==> config.mk <==
export PLATFORM = sky130hd
export DESIGN_NAME = conversion_bcd
export DESIGN_NICKNAME = d
export VERILOG_FILES = /design/src/rtl/mult_pkg.sv /design/src/rtl/ajuste_bcd.sv /design/src/rtl/conversion_bcd.sv
export SDC_FILE = /design/constraint.sdc
export NUM_CORES = 1
export LEC_CHECK = 0
export CELL_PAD_IN_SITES_DETAIL_PLACEMENT = 2
export CELL_PAD_IN_SITES_GLOBAL_PLACEMENT = 2
export CORE_UTILIZATION = 35
export CTS_CLUSTER_DIAMETER = 100
export DETAILED_ROUTE_END_ITERATION = 8
export PLACE_DENSITY = 0.8
export SLEW_MARGIN = 5
export SYNTH_ARGS = -nofsm -noshare
export SYNTH_HDL_FRONTEND = slang
export SYNTH_SLANG_ARGS = --single-unit
==> constraint.sdc <==
create_clock -name clk -period 4.2 [get_ports clk]
set_clock_uncertainty 0.2 [all_clocks]
set_input_delay 0.84 -clock clk [delete_from_list [all_inputs] [get_ports clk]]
set_output_delay 0.84 -clock clk [all_outputs]
set_load 0.01 [all_outputs]
==> src/rtl/mult_pkg.sv <==
// Shared types and sizing for the signed-product to BCD converter.
package mult_pkg;

  localparam int unsigned N_BITS    = 16;
  localparam int unsigned N_DIGITOS = 5;
  localparam int unsigned N_ITER    = 16;
  localparam int unsigned BCD_W     = 4 * N_DIGITOS;
  localparam int unsigned CNT_W     = 5;

  typedef enum logic [2:0] {
    ESPERAR,
    CARGAR,
    AJUSTAR,
    DESPLAZAR,
    TERMINAR
  } estado_t;

  typedef struct packed {
    logic             signo;
    logic [BCD_W-1:0] bcd;
  } resultado_t;

endpackage

==> src/rtl/ajuste_bcd.sv <==
// Double-dabble digit correction: add 3 (mod 16) when the digit is 5 or more.
module ajuste_bcd (
  input  logic [3:0] dig,
  output logic [3:0] dig_aj_c
);

  always_comb begin
    dig_aj_c = dig;
    if (dig >= 4'd5) dig_aj_c = dig + 4'd3;
  end

endmodule

==> src/rtl/conversion_bcd.sv <==
// Converts a signed 16-bit product into sign + 5-digit BCD magnitude using
// a sequential shift-and-add-3 loop.
module conversion_bcd
  import mult_pkg::*;
(
  input  logic              clk,
  input  logic              rst,
  input  logic              valid,
  input  logic [N_BITS-1:0] Mult,
  output logic              signo,
  output logic [BCD_W-1:0]  bcd,
  output logic              busy,
  output logic              done
);

  estado_t            state_q, state_d;
  logic [N_BITS-1:0]  mult_q;
  logic [N_BITS-1:0]  mag_q;
  logic               neg_q;
  logic [BCD_W-1:0]   scratch_q;
  logic [BCD_W-1:0]   scratch_adj;
  logic [CNT_W-1:0]   cnt_q;
  resultado_t         res_q;
  logic               busy_d;
  logic               done_d;

  // One corrector per BCD digit of the scratch register.
  for (genvar i = 0; i < N_DIGITOS; i++) begin : g_dig
    ajuste_bcd u_ajuste (
      .dig      (scratch_q[4*i +: 4]),
      .dig_aj_c (scratch_adj[4*i +: 4])
    );
  end

  always_ff @(posedge clk or negedge rst) begin
    if (!rst) state_q <= ESPERAR;
    else      state_q <= state_d;
  end

  // Next state plus registered-output decode.
  always_comb begin
    state_d = state_q;
    done_d  = 1'b0;
    unique case (state_q)
      ESPERAR:   if (valid) state_d = CARGAR;
      CARGAR:    state_d = AJUSTAR;
      AJUSTAR:   state_d = DESPLAZAR;
      DESPLAZAR: state_d = (cnt_q == CNT_W'(1)) ? TERMINAR : AJUSTAR;
      TERMINAR: begin
        state_d = ESPERAR;
        done_d  = 1'b1;
      end
      default:   state_d = ESPERAR;
    endcase
    busy_d = (state_d != ESPERAR);
  end

  always_ff @(posedge clk or negedge rst) begin
    if (!rst) begin
      mult_q    <= '0;
      mag_q     <= '0;
      neg_q     <= 1'b0;
      scratch_q <= '0;
      cnt_q     <= '0;
      res_q     <= '0;
      busy      <= 1'b0;
      done      <= 1'b0;
    end else begin
      busy <= busy_d;
      done <= done_d;
      unique case (state_q)
        ESPERAR: if (valid) mult_q <= Mult;
        CARGAR: begin
          // 16'h8000 negates to itself, which is 32768 read as unsigned.
          neg_q     <= mult_q[N_BITS-1];
          mag_q     <= mult_q[N_BITS-1] ? (~mult_q + N_BITS'(1)) : mult_q;
          scratch_q <= '0;
          cnt_q     <= CNT_W'(N_ITER);
        end
        AJUSTAR:   scratch_q <= scratch_adj;
        DESPLAZAR: begin
          {scratch_q, mag_q} <= {scratch_q[BCD_W-2:0], mag_q, 1'b0};
          cnt_q              <= cnt_q - CNT_W'(1);
        end
        TERMINAR: begin
          res_q.bcd   <= scratch_q;
          res_q.signo <= neg_q;
        end
        default: ;
      endcase
    end
  end

  assign signo = res_q.signo;
  assign bcd   = res_q.bcd;

endmodule

* Word level (Yosys, flattened, before mapping)
Index checks and enable logic that the tools add are counted.
** Storage, ports and cells
- Bits of input ports :: 19
- Bits in latches :: 0
- Memories :: 0
- ROM bits :: 0
- Bits in writable memories :: 0
- Output and inout port bits :: 23
- Flip-flop bits (word level) :: 84
** Operators by class
- Bitwise operators :: 1
- Add/sub/neg operators :: 7
- Div/mod/pow operators :: 0
- Shifts and indexed selects :: 0
- Reduce and logical (&&, ||, !) cells :: 10
- Mux-type cells :: 13
- $lt $le $gt $ge :: 5
- Equality and inequality tests :: 10
- Multipliers :: 0
** Operators with widths (count)
- $pmux 20 s3 :: 1
- $pmux 16 s2 :: 1
- $add 4x2->4 const B :: 5
- $ge 4x3->1 const B :: 5
- $mux 4 :: 5
- $add 16x1->16 const B :: 1
- $mux 16 :: 1
- $not 16->16 :: 1
- $pmux 3 s4 :: 1
- $reduce_and 2->1 :: 6
- $ne 2x1->1 const B :: 5
- $pmux 5 s2 :: 1
- $eq 3x2->1 const B :: 2
- $mux 3 :: 2
- $reduce_bool 3->1 :: 2
- $eq 5x1->1 const B :: 1
- $sub 5x1->5 const B :: 1
- $eq 3x1->1 const B :: 1
- $eq 3x3->1 const B :: 1
- $logic_not 3->1 :: 1
- $reduce_bool 2->1 :: 1
- $mux 1 :: 1

* Longest topological paths before layout
Gate-level depths: netlist of run 1.
- Word-level depth :: 4
- Depth in mapped cells :: 7

* By module
Synthesis of run 1 repeated with hierarchy kept, for this count alone.
** Unflattened totals
- Cell total of the unflattened synthesis :: 414
- Area, all modules :: 4356.7 um^2
** By module, submodules not included
- conversion_bcd :: instances 1, area an instance 3849.9 um^2, cells each 334
- ajuste_bcd :: instances 5, area an instance 101.3 um^2, cells each 16

* Worst setup path before layout of run 1
Ideal clock, no wire load.
- Path kind :: input port to flip-flop
- From :: input port valid
- To :: register mult_q[10]
- Library setup time :: 0.125 ns
- Setup slack :: 2.208 ns
- Data required time :: 3.875 ns
- Stages on the path :: 3
- Arrival time :: 1.667 ns
- Path buffers :: 1
- Cells stage by stage :: nor4b_2 > buf_4 > mux2_2
** Between the ends
- Cells in the longest elaborated chain, start to end :: 1
** RTL lines
- start, declared :: line conversion_bcd.sv:8 : input logic valid,
- $reduce_and 2->1 (no line)
- end signal, assigned :: line conversion_bcd.sv:72 : ESPERAR: if (valid) mult_q <= Mult;
- end, declared :: line conversion_bcd.sv:17 : logic [N_BITS-1:0] mult_q;
Every way passes these cells.
A chain may end at the register's enable or synchronous reset.

* Final worst setup path of run 1
- From :: register state_q[0]
- To :: register mag_q[15]
** Between the ends
- Cells in the longest elaborated chain, start to end :: 2
- Elaborated cells on any way between the ends :: 4
** RTL lines
- start, declared :: line conversion_bcd.sv:16 : estado_t state_q, state_d;
- start signal, assigned :: line conversion_bcd.sv:37 : else state_q <= state_d;
- $eq 3x2->1 / $eq 3x1->1 (equally long branches) :: line conversion_bcd.sv:71 : unique case (state_q)
- $pmux 16 s2 / $reduce_bool 2->1 (equally long branches)
- end signal, assigned :: line conversion_bcd.sv:76 : mag_q <= mult_q[N_BITS-1] ? (~mult_q + N_BITS'(1)) : mult_q;
- end signal, assigned :: line conversion_bcd.sv:82 : {scratch_q, mag_q} <= {scratch_q[BCD_W-2:0], mag_q, 1'b0};
- end, declared :: line conversion_bcd.sv:18 : logic [N_BITS-1:0] mag_q;
Parallel ways exist; a longest one is shown, timed or not.

==> results summary, run 1 <==
The flow ran to the end, but the final reports show violations. The checks that failed: design-rule violations. The number of failing hold endpoints at the final stage is 0.

The detailed router placed about 3200 vias in this run. The final worst hold slack is between 200 and 300 ps. The placement-stage cell area came out at 4750 um^2. The area of all placed cells without fillers is 5047 um^2. The maximum count of clock buffers along a single path came out at 2.

For this run, the register share of the synthesized area comes to 0.4941. The placer congestion estimate is between 0.7 and 0.8. The number of sinks on the clock net came out at 84.

The peak ir drop on the vdd network is 0.2688 mV. On the worst path, the slowest cell contributes a delay of 520 ps. The antenna violation net count after detailed routing is 0. The count of standard-cell rows is 39. The die is 112.2 um wide. The number of nets handed over by synthesis was 447.

The detailed-route wire length came out at 10520 um. The first global-routing pass estimated between 15000 and 20000 um of wire. In the routed layout, each cell is associated on average with a via count of 5.412. The worst setup path is launched from a flop. The clock-pin slew on the worst setup and hold paths came out at 60 ps. The maximum fanout encountered on the critical timing path is 21. The slowest stage of the critical path belongs to the cell sky130_fd_sc_hd__nor4_1. After synthesis, the mean cell area works out to 10.25 um^2.

The type of the worst setup path is reg -> reg. The setup TNS after final layout is 0 ps. The H-tree generated during clock tree synthesis spans 3 levels. After detailed routing, the average wire length per cell comes to around 18 um. The number of hold buffers added after CTS was 0. The path class of the tightest hold or removal check is reg -> reg.

The area used by multi-input combinational logic is 1948 um^2. Counting flops with a built-in enable in the synthesized netlist gives 0. For this design the top-level I/O count stands at 42. The met1 routing resource usage after global routing is 0.2208. For the worst setup path, the data required time is 4290 ps.

The cell with the most instances after synthesis is sky130_fd_sc_hd__dfrtp_1. The max-slew violation count was 0. The total congestion overflow came out at 0. Setup slack on the critical path of the routed design comes to 1550 ps. The dominant register cell in the synthesized netlist is sky130_fd_sc_hd__dfrtp_1. For the worst-skew pair, the clock arrives at the later sink with an insertion delay of 350 ps. The fraction of post-synthesis cell area in the top cell type by area is 0.4941. TritonCTS built the clock tree. For met2 alone, demand over resource in global routing was 0.3238. The number of distinct library cells after synthesis came out at 53. The number of max-cap violations came out at 0. The number of detailed-route iterations in the first pass came out at 6.

The minimum setup slack after placement is 1283 ps. In this run the static leakage power is roughly 2.2 nW. The core outline area is 11610 um^2. The total DRC errors in the routed layout is 4. The number of antenna violations at the first check in global routing is 0. Setup repair after global routing left no endpoint under its margin.

The register bit total from synthesis is between 80 and 90. Static timing analysis puts the maximum clock frequency at 377.4 MHz. The antenna cell count came out at 0. The final setup violation count came out at 0. The total clock buffers created by CTS is 9.

The worst setup path is captured at a flop. The initial utilization of the core area, before any placement, comes to 0.3663. The total power of the final layout came out at 4.197 mW. The total area of sequential cells is 2102 um^2. For this run, the post-layout net count is between 400 and 500. met2 is the most crowded layer. The number of global-route vias before repair is 3623.

The critical path goes through buf_4 > inv_1 > nor2_1 > buf_4 > nand2_1 > nor4_1 > a211o_1. After filler insertion, the fill cell instance count of the layout stands at 1224. Buffers added to address setup during post-CTS repair amount to 0. The leading area contributor after synthesis is sky130_fd_sc_hd__dfrtp_1. The part of the cycle the worst path needs came out at 0.6309. The count of placed standard cells in the final layout, fillers left out came out at 597. The area growth from synthesis to final layout is 18.65%. The wire-length estimate of the detail-placed layout is 7413 um. The commonest cells after synthesis are 84 x sky130_fd_sc_hd__dfrtp_1, 42 x sky130_fd_sc_hd__o21ai_0, 36 x sky130_fd_sc_hd__nand2_1, 32 x sky130_fd_sc_hd__a21oi_1, 32 x sky130_fd_sc_hd__mux2_2. The fraction of registers with async set/reset is 1.000. In the final layout, the share of cells above drive strength 1 is 0.1366. The total die area came out at 12600 um^2.

The worst-case headroom to the max-slew limit came out at 0.2636. For this design the ratio of total power to cell area is around 830 nW/um^2. The count of buffers inserted at the top-level ports is 41. The total of cells resized after clock tree synthesis is 0. Once layout is complete, the utilization of the core stands at 0.4346.

The minimum clock period after layout came out at about 2600 ps. The cell count after synthesis came out at 415. The root buffer cell is sky130_fd_sc_hd__clkbuf_16.

The count of warnings emitted by yosys is 0. The slew at the pin with the worst max-slew slack came out at ~1100 ps. The cell area after synthesis is 4254 um^2. The die span in y is 112.2 um. The global-route track usage on met3 came out at 0.02808.

The count of routing violations after the opening detailed-route iteration came out at 148. Ranked by total cell area, the synthesized netlist is headed by sky130_fd_sc_hd__dfrtp_1 49%, sky130_fd_sc_hd__mux2_2 8.5%, sky130_fd_sc_hd__o21ai_0 4.9%, sky130_fd_sc_hd__ha_1 3.8%, sky130_fd_sc_hd__a21oi_1 3.8%. The pin count of the biggest net entering global routing came out at 85. Among the stages of the critical path, the cell type that occurs most often is sky130_fd_sc_hd__buf_4.

Data arrives at the worst endpoint at between 2000 and 3000 ps. For this run, the total global-route usage over all layers was measured as 0.1826. The post-placement cell count is between 500 and 600.
[registers in the layout (all words and copies together), names as in the netlist]
| signal | count |
|---|---|
| scratch_q | 20 |
| state_q | 3 |
| done | 1 |
| signo | 1 |
| busy | 1 |
| neg_q | 1 |
| bcd | 20 |
| mag_q | 16 |
| mult_q | 16 |
| cnt_q | 5 |
[cell type report]
type | instances | share of cell area
sequential | 84 | 0.4165
timing repair buffer | 44 | 0.08528
multi-input combinational | 286 | 0.3860
tap | 143 | 0.03545
inverter | 24 | 0.01785
clock buffer | 15 | 0.05305
clock inverter | 1 | 0.005949
[placed cells by master (no fill, tap or decap), drive strengths merged, types with 2 or more instances in the layout]
cell type      count
a21oi             33
a31oi              6
and2               2
buf                4
clkbuf            15
clkdlybuf4s50     40
dfrtp             84
ha                13
inv               24
mux2              33
mux2i              7
nand2             37
nand2b            10
nand3              7
nand4              2
nor2              25
nor3               9
nor3b              3
nor4               2
o211ai             5
o21ai             49
o22ai             12
o31ai              2
o41ai              2
or4                2
xnor2              3
xor2               9
[critical path, delay by kind of cell, from the launching register on]
family	cells	cell delay [ps]
buffers and inverters	3	720
AND/OR/NAND/NOR	3	1000
flip-flops	1	490
AO/OA/AOI/OAI	1	160
[power by group]
group | internal, mW | switching, mW
logic | 0.816 | 1.00
clock network | 0.495 | 0.319
registers | 1.16 | 0.400
[routing by layer]
| layer | vias up | share of wire |
|---|---|---|
| li1 | 1535 | - |
| met5 | - | 0 |
| met4 | 0 | 0.019 |
| met2 | 50 | 0.51 |
| met3 | 15 | 0.022 |
| met1 | 1631 | 0.45 |
[path summary, 6_finish.rpt]
kind | startpoint | to | slack (ps) | depth (start not counted)
max | state_q[0] | mag_q[15] | 1550 | 7
min | neg_q | neg_q | 280 | 2
max reg2reg | state_q[0] | mag_q[15] | 1550 | 7
min reg2reg | neg_q | neg_q | 280 | 2
max in group asynchronous | rst | cnt_q[2] | 2590 | 1
min in group asynchronous | rst | bcd[8] | 490 | 1
[cell families (layout without fill, tap and decap cells)]
family          count (synthesis)  count (layout)  synth area share
buf+inv                        45              84           0.05000
compound gates                116             116            0.1600
fa+ha+maj                      13              13           0.03824
flops                          84              84            0.4941
xor+xnor                       12              12           0.02471
mux                            40              40            0.1038
simple gates                  105             105            0.1291
(Power assumes the default switching activity.)
==> inputs of run 2 (changes only) <==
- CORE_UTILIZATION: 35 -> 33
- PLACE_DENSITY: 0.8 -> 0.79
- clock period: 4.2 -> 2.25 ns (I/O delays scaled with it)
==> run 2 against run 1 <==
Net effect:
- the run now ends clean
- final cell count increased by 7.5%
- critical path depth decreased by 3
- flip-flop and latch count unchanged
- clock power increased by 78%
- hold slack about the same
- global-route usage increased by 0.26 points
- critical endpoint is now bcd[11]
==> results summary, run 2 (same netlist as run 1, synthesis figures left out) <==
Using the TritonRoute via totals, the vias-per-cell ratio works out to 5.126. The total power of the final layout came out at 7.967 mW. After detailed routing, the number of remaining DRC violations is 0. The setup TNS after final layout is 0 ps. The pre-antenna-repair detailed-routing pass consisted of 4 iterations.

The CTS tree is done. The critical path in this run is classified as reg -> reg. The pin count of the biggest net entering global routing came out at 35. The number of post-CTS setup repair buffers came out at 0. The tightest min-delay check is of the reg -> reg type.

The worst-case headroom to the max-slew limit is 0.7192. After legalization and detailed placement, the total HPWL measured between 8000 and 9000 um. For this configuration, the core starts out at a cell density of 0.3371. For hold timing, the worst endpoint is neg_q. The most frequent standard cell in the layout excluding fill and tap cells is sky130_fd_sc_hd__dfrtp_1. The top cell types in the final layout, fill and taps aside, are 84 x sky130_fd_sc_hd__dfrtp_1, 42 x sky130_fd_sc_hd__o21ai_0, 40 x sky130_fd_sc_hd__clkdlybuf4s50_1.

The clock-pin slew on the worst setup and hold paths is around 60 ps. The worst register-to-register path begins at state_q[1]. The worst hold path passes through 2 cells.

The slew at the pin with the worst max-slew slack came out at around 420 ps. IR analysis of the VDD net gives a maximum drop of 0.4361 mV. For this block, the initial DRC count from the detailed router was 97. The largest registers in the layout are bcd: 20 flops, scratch_q: 20 flops. During I/O placement, the number of pins put on the boundary was 42. The run finished with clean final reports. The final setup violation count came out at 0.

In this run the remaining antenna-violating nets after routing total 0. The number of hold buffers added after CTS was 1. The count of buffers added on input and output ports is 41.

After detailed placement, the total cell area comes to 4931 um^2. The total congestion overflow is 0. Measured along the y axis, the die boundary spans 115.5 um. Setup repair after global routing left no endpoint under its margin. The final layout contains routed wiring with a total length of 11110 um. The number of failing hold endpoints at the final stage came to 0.

The total of cells resized after clock tree synthesis is 0. The total clock buffers created by CTS is 9. The endpoint of the worst-slack reg-to-reg timing path is bcd[11]. The final worst hold slack came out at about 280 ps. The placer congestion estimate is 0.7615. The cell leakage power came out at 2.249 nW.

The power density over cell area is 1523 nW/um^2. Across all register-to-register paths, the minimum setup slack is 290 ps. Based on the critical path, the design can be clocked at up to ~500 MHz.

The antenna cell count came out at 0. The number of sinks on the clock net is between 80 and 90. Dividing the detail-routed wire length by the instance count gives around 17 um. The worst setup path is launched from a flop. The final net count is 498. The clock insertion delay at the later pin of the skew report came out at 350 ps. The signal arrival time at the worst endpoint is slightly below 2000 ps. The number of max-cap violations came out at 0. The clock period could shrink to 1957 ps. STA classifies the critical path endpoint as a flop. The area growth from synthesis to final layout came out at 22.94%. The max-slew violation count came to 0. The part of the cycle the worst path needs came out at 0.8698. The final worst slack came out at between 200 and 300 ps. The startpoint identified for the worst hold timing path is neg_q.

Counting cells, the worst reg-to-reg path comes to 4. The minimum setup slack after placement came out at 201.7 ps. The share of cells above drive strength 1 came out at 0.1702. The total area inside the core boundary comes to 12620 um^2.

The number of global-route vias before repair is 3697. The overall fraction of global-route tracks in use is 0.1852. The total die area is 13350 um^2. The number of H-tree branching levels is 3.

The x dimension of the die is 115.5 um. For the worst setup path, the data required time is about 2300 ps. The count of standard-cell rows is 41. The maximum count of clock buffers along a single path is 2.

The number of antenna violations at the first check in global routing is 0. The maximum fanout encountered on the critical timing path is 10. With fillers left out, the area of the finished cells amounts to 5230 um^2. The wire length of the first global-routing pass came out at 18800 um. Detailed routing inserted a total of between 3000 and 4000 vias.

CTS placed an instance of sky130_fd_sc_hd__clkbuf_16 at the clock tree root.
run 2: cell types whose count changed in the layout (fill, tap and decap cells not counted), sizes merged:
| cell | change |
|---|---|
| buf | +16 |
| clkinv | +1 |
| clkbuf | -1 |
| dlygate4sd3 | +1 |
| bufinv | -1 |
run 2: per-layer routing:
| layer | wire, um | vias up | part of all wire | global-route usage |
|---|---|---|---|---|
| met5 | 0 | - | 0 | 0 |
| met4 | 199 | 0 | 0.018 | 0.07879 |
| met3 | 311 | 12 | 0.028 | 0.02824 |
| met2 | 5725 | 52 | 0.52 | 0.3261 |
| met1 | 4869 | 1666 | 0.44 | 0.2249 |
| li1 | - | 1561 | - | - |
run 2: power breakdown:
part,internal (mW),leakage [nW],total (mW),switching (mW)
Clock,0.861,0.145,1.45,0.588
Sequential,2.17,1.04,2.83,0.662
Combinational,1.66,1.07,3.68,2.03
Total,4.69,2.25,7.97,3.28
run 2: critical path, stage by stage, from the launching register on:
cell and delay (ps):
sky130_fd_sc_hd__dfrtp_1 470, sky130_fd_sc_hd__nor2_1 160, sky130_fd_sc_hd__and2_1 360, sky130_fd_sc_hd__buf_4 260
sky130_fd_sc_hd__mux2_2 370
run 2: metrics by stage:
stage	utilization	cells
2_1_floorplan	-	415
3_3_place_gp	0.3907	626
3_5_place_dp	0.3907	626
4_1_cts	0.4144	642
5_1_grt	0.4144	642
6_report	0.4144	642
run 2: worst max path at each step:
| stage | to | cells past startpoint | start | slack [ps] |
|---|---|---|---|---|
| floorplan | mult_q[10] | 4 | state_q[1] | 520 |
| global placement | mult_q[2] | 4 | valid | 250 |
| detailed placement | mult_q[10] | 4 | valid | 200 |
| CTS | bcd[11] | 4 | state_q[1] | 280 |
| global route | bcd[11] | 4 | state_q[1] | 180 |
| finish | bcd[11] | 4 | state_q[1] | 290 |
run 2: cell type report:
type	instances	area [um^2]
fillers	1350	7390
inverters	24	90.09
well taps	172	215.2
clock inverters	1	5.005
flip-flops and latches	84	2102
multi-input cells	286	1948
repair buffers	61	585.6
clock buffers	14	284.0
==> inputs of run 3 (changes only) <==
- CORE_MARGIN: not set -> 2
==> run 3 against run 2 <==
Net effect:
- die area increased by 3.5%
- utilization about the same
- worst setup slack got worse by 66 ps
- total power increased by 0.99%
- hold slack improved by 6.3 ps
- register-to-register slack got worse by 70 ps
- sequential power about the same
- final cell count decreased by 0.31%
- routed wire length increased by 1.3%
- highest routed layer unchanged
- flip-flop and latch count unchanged
- critical path type unchanged
==> results summary, run 3 (same netlist as run 1, synthesis figures left out) <==
The flow ran to the end, and the final reports show no timing, DRC or antenna violations. Leaving out fill and tap cells, the most frequent cell in the layout is sky130_fd_sc_hd__dfrtp_1. The area used by multi-input combinational logic came out at 1948 um^2. The maximum fanout encountered on the critical timing path came out at 11. The type of element capturing the critical path is a flop. The cell leakage power is 2.242 nW. The x dimension of the die came out at around 120 um. The finished cells cover 5235 um^2.

Once detailed placement completed, the half-perimeter wirelength came to 8217 um. 42 I/O pins were placed. IR analysis of the VDD net gives a maximum drop of 0.4716 mV. The total of cells resized after clock tree synthesis came out at 0. The portion of total power attributed to combinational logic is 0.457. After detailed routing, the met2 layer carries approximately 6000 um of wire. For this design, the sink count on the clock tree is 84.

The number of H-tree branching levels came out at 3. The max-slew violation count came out at 0. The clock-pin slew on the worst setup and hold paths came out at 60 ps.

The total area of sequential cells is 2102 um^2. The final setup violation count came out at 0. At the pin with the least slew margin, the transition time is 622.4 ps. The count of buffers inserted at the top-level ports is between 40 and 50. The portion of total power attributed to sequential cells came out at 0.354. The detailed-route wire length is 11250 um. The number of antenna violations at the first check in global routing is 0.

The number of max-cap violations is 0. Across every metal layer, demand over resource in global routing totals 0.1725. The part of the cycle the worst path needs is 0.8990. In this run the tightest slew margin relative to its limit is 0.5850. The part of the power in the clock network came out at 0.189.

The placement-stage cell area is ~5000 um^2. The root buffer cell is sky130_fd_sc_hd__clkbuf_16. The net switching power came out at 3.317 mW. The internal power is ~4.7 mW. TritonCTS built the clock tree. The switching share of power is 0.4122. The initial core utilization came out at 0.3371.

The signal arrival time at the worst endpoint is 2050 ps. The minimum clock period after layout came out at 2023 ps. The detailed router used layers up to and including met4. The number of failing hold endpoints at the final stage is 0. For this design the ratio of total power to cell area is about 1500 nW/um^2. The initialized floorplan defines 41 standard-cell rows. The die covers 13820 um^2.

The tightest min-delay check is of the reg -> reg type. In the final routed layout, each cell accounts on average for 17.58 um. The required time at the endpoint of the critical path is between 2000 and 2500 ps. Of the cells placed in the final design, the portion with a size suffix greater than 1 is 0.1667. For this block, wires on met1 add up to 4789 um. The post-detailed-route via-to-cell ratio is 5.170.

Adding up every negative setup slack in the final design gives 0 ps. The critical path is of the reg -> reg type. Based on the critical path, the design can be clocked at up to 494.4 MHz.

The total clock buffers created by CTS is 9. The area growth from synthesis to final layout is 23.06%. The die span in y is around 120 um. The overall via count from detail_route came out at 3309.

The total DRC errors in the routed layout came out at 0. At the end of routability-driven placement, the weighted congestion stood at ~0.84. Entering global routing, the biggest net connects 52 pins. In this run the standard cell core region covers roughly 13000 um^2. For this run, the post-layout net count is about 500. In the final layout, the registers with the most flip-flops are bcd: 20 flops, scratch_q: 20 flops. The number of detailed-route iterations in the first pass came out at 4. The total met3 wirelength after detailed routing is 358 um.

Summed over all layers, the global routing overflow is 0. The number of global-route vias before repair came out at 3723. The clock insertion delay at the later pin of the skew report is 350 ps. The count of fill cells added during filler insertion is around 1400. In the layout the commonest cells are 84 x sky130_fd_sc_hd__dfrtp_1, 42 x sky130_fd_sc_hd__o21ai_0, 40 x sky130_fd_sc_hd__clkdlybuf4s50_1. In this run the remaining antenna-violating nets after routing total 0. Setup repair after global routing left no endpoint under its margin. The count of routing violations after the opening detailed-route iteration came out at between 100 and 150. STA classifies the critical path startpoint as a flop. The antenna cell count came out at 0.

The first global-routing pass estimated 19060 um of wire. The maximum count of clock buffers along a single path came out at 2.
==> run 3: area by class of cell <==
class / count / share of cell area
clock inverters: 4 / 0.009082
repair buffers: 58 / 0.1099
multi-input cells: 286 / 0.3721
flip-flops and latches: 84 / 0.4015
inverters: 24 / 0.01721
clock buffers: 12 / 0.04900
well taps: 172 / 0.04111
==> run 3: power groups by stage <==
stage | Clock [mW] | Sequential [mW] | Combinational (mW)
final | 1.52 | 2.85 | 3.68
after global routing | 1.63 | 2.96 | 4.16
after CTS | 1.58 | 2.86 | 3.75
after detailed placement | 0 | 2.89 | 3.70
after global placement | 0 | 2.82 | 3.44
after floorplan | 0 | 2.70 | 2.51
==> run 3: worst max-delay path: stages, from the launching register on <==
cell and delay, ps:
sky130_fd_sc_hd__dfrtp_1 550, sky130_fd_sc_hd__or3b_4 570, sky130_fd_sc_hd__a211oi_4 320, sky130_fd_sc_hd__o21ai_1 100, sky130_fd_sc_hd__nand3_1 100, sky130_fd_sc_hd__nand2_1 60
==> run 3: worst paths after layout <==
check                      cells past startpoint  startpoint  slack, ps            to
max                                            5  state_q[2]        230  scratch_q[4]
min                                            2       neg_q        290         neg_q
max reg2reg                                    5  state_q[2]        230  scratch_q[4]
min reg2reg                                    2       neg_q        290         neg_q
max in group asynchronous                      3         rst       1130    mult_q[15]
min in group asynchronous                      3         rst        430  scratch_q[8]
==> run 3: per-layer routing <==
metal | GRT usage | up-vias
met5 | 0 | -
met4 | 0.05346 | 0
met3 | 0.03876 | 10
met2 | 0.3187 | 53
met1 | 0.1974 | 1692
li1 | - | 1554
==> run 3: what timing repair did <==
| action | 4_1_cts | 5_1_grt |
|---|---|---|
| buffers inserted | 0 | 0 |
| hold endpoints to repair | 84 | 0 |
| hold buffers | 1 | 0 |
==> run 3: stage by stage <==
stage | utilization | instances | hold slack (ps) | total power, mW | setup WS (ps)
finish | 0.4148 | 640 | 285.8 | 8.046 | 227.4
global route | 0.4148 | 640 | 320.1 | 8.750 | 112.9
CTS | 0.4148 | 640 | 299.7 | 8.185 | 233.7
detailed placement | 0.3899 | 623 | 240.2 | 6.588 | 227.4
global placement | 0.3899 | 623 | 235.8 | 6.259 | 258.2
floorplan | - | 415 | -45.59 | 5.204 | 524.2
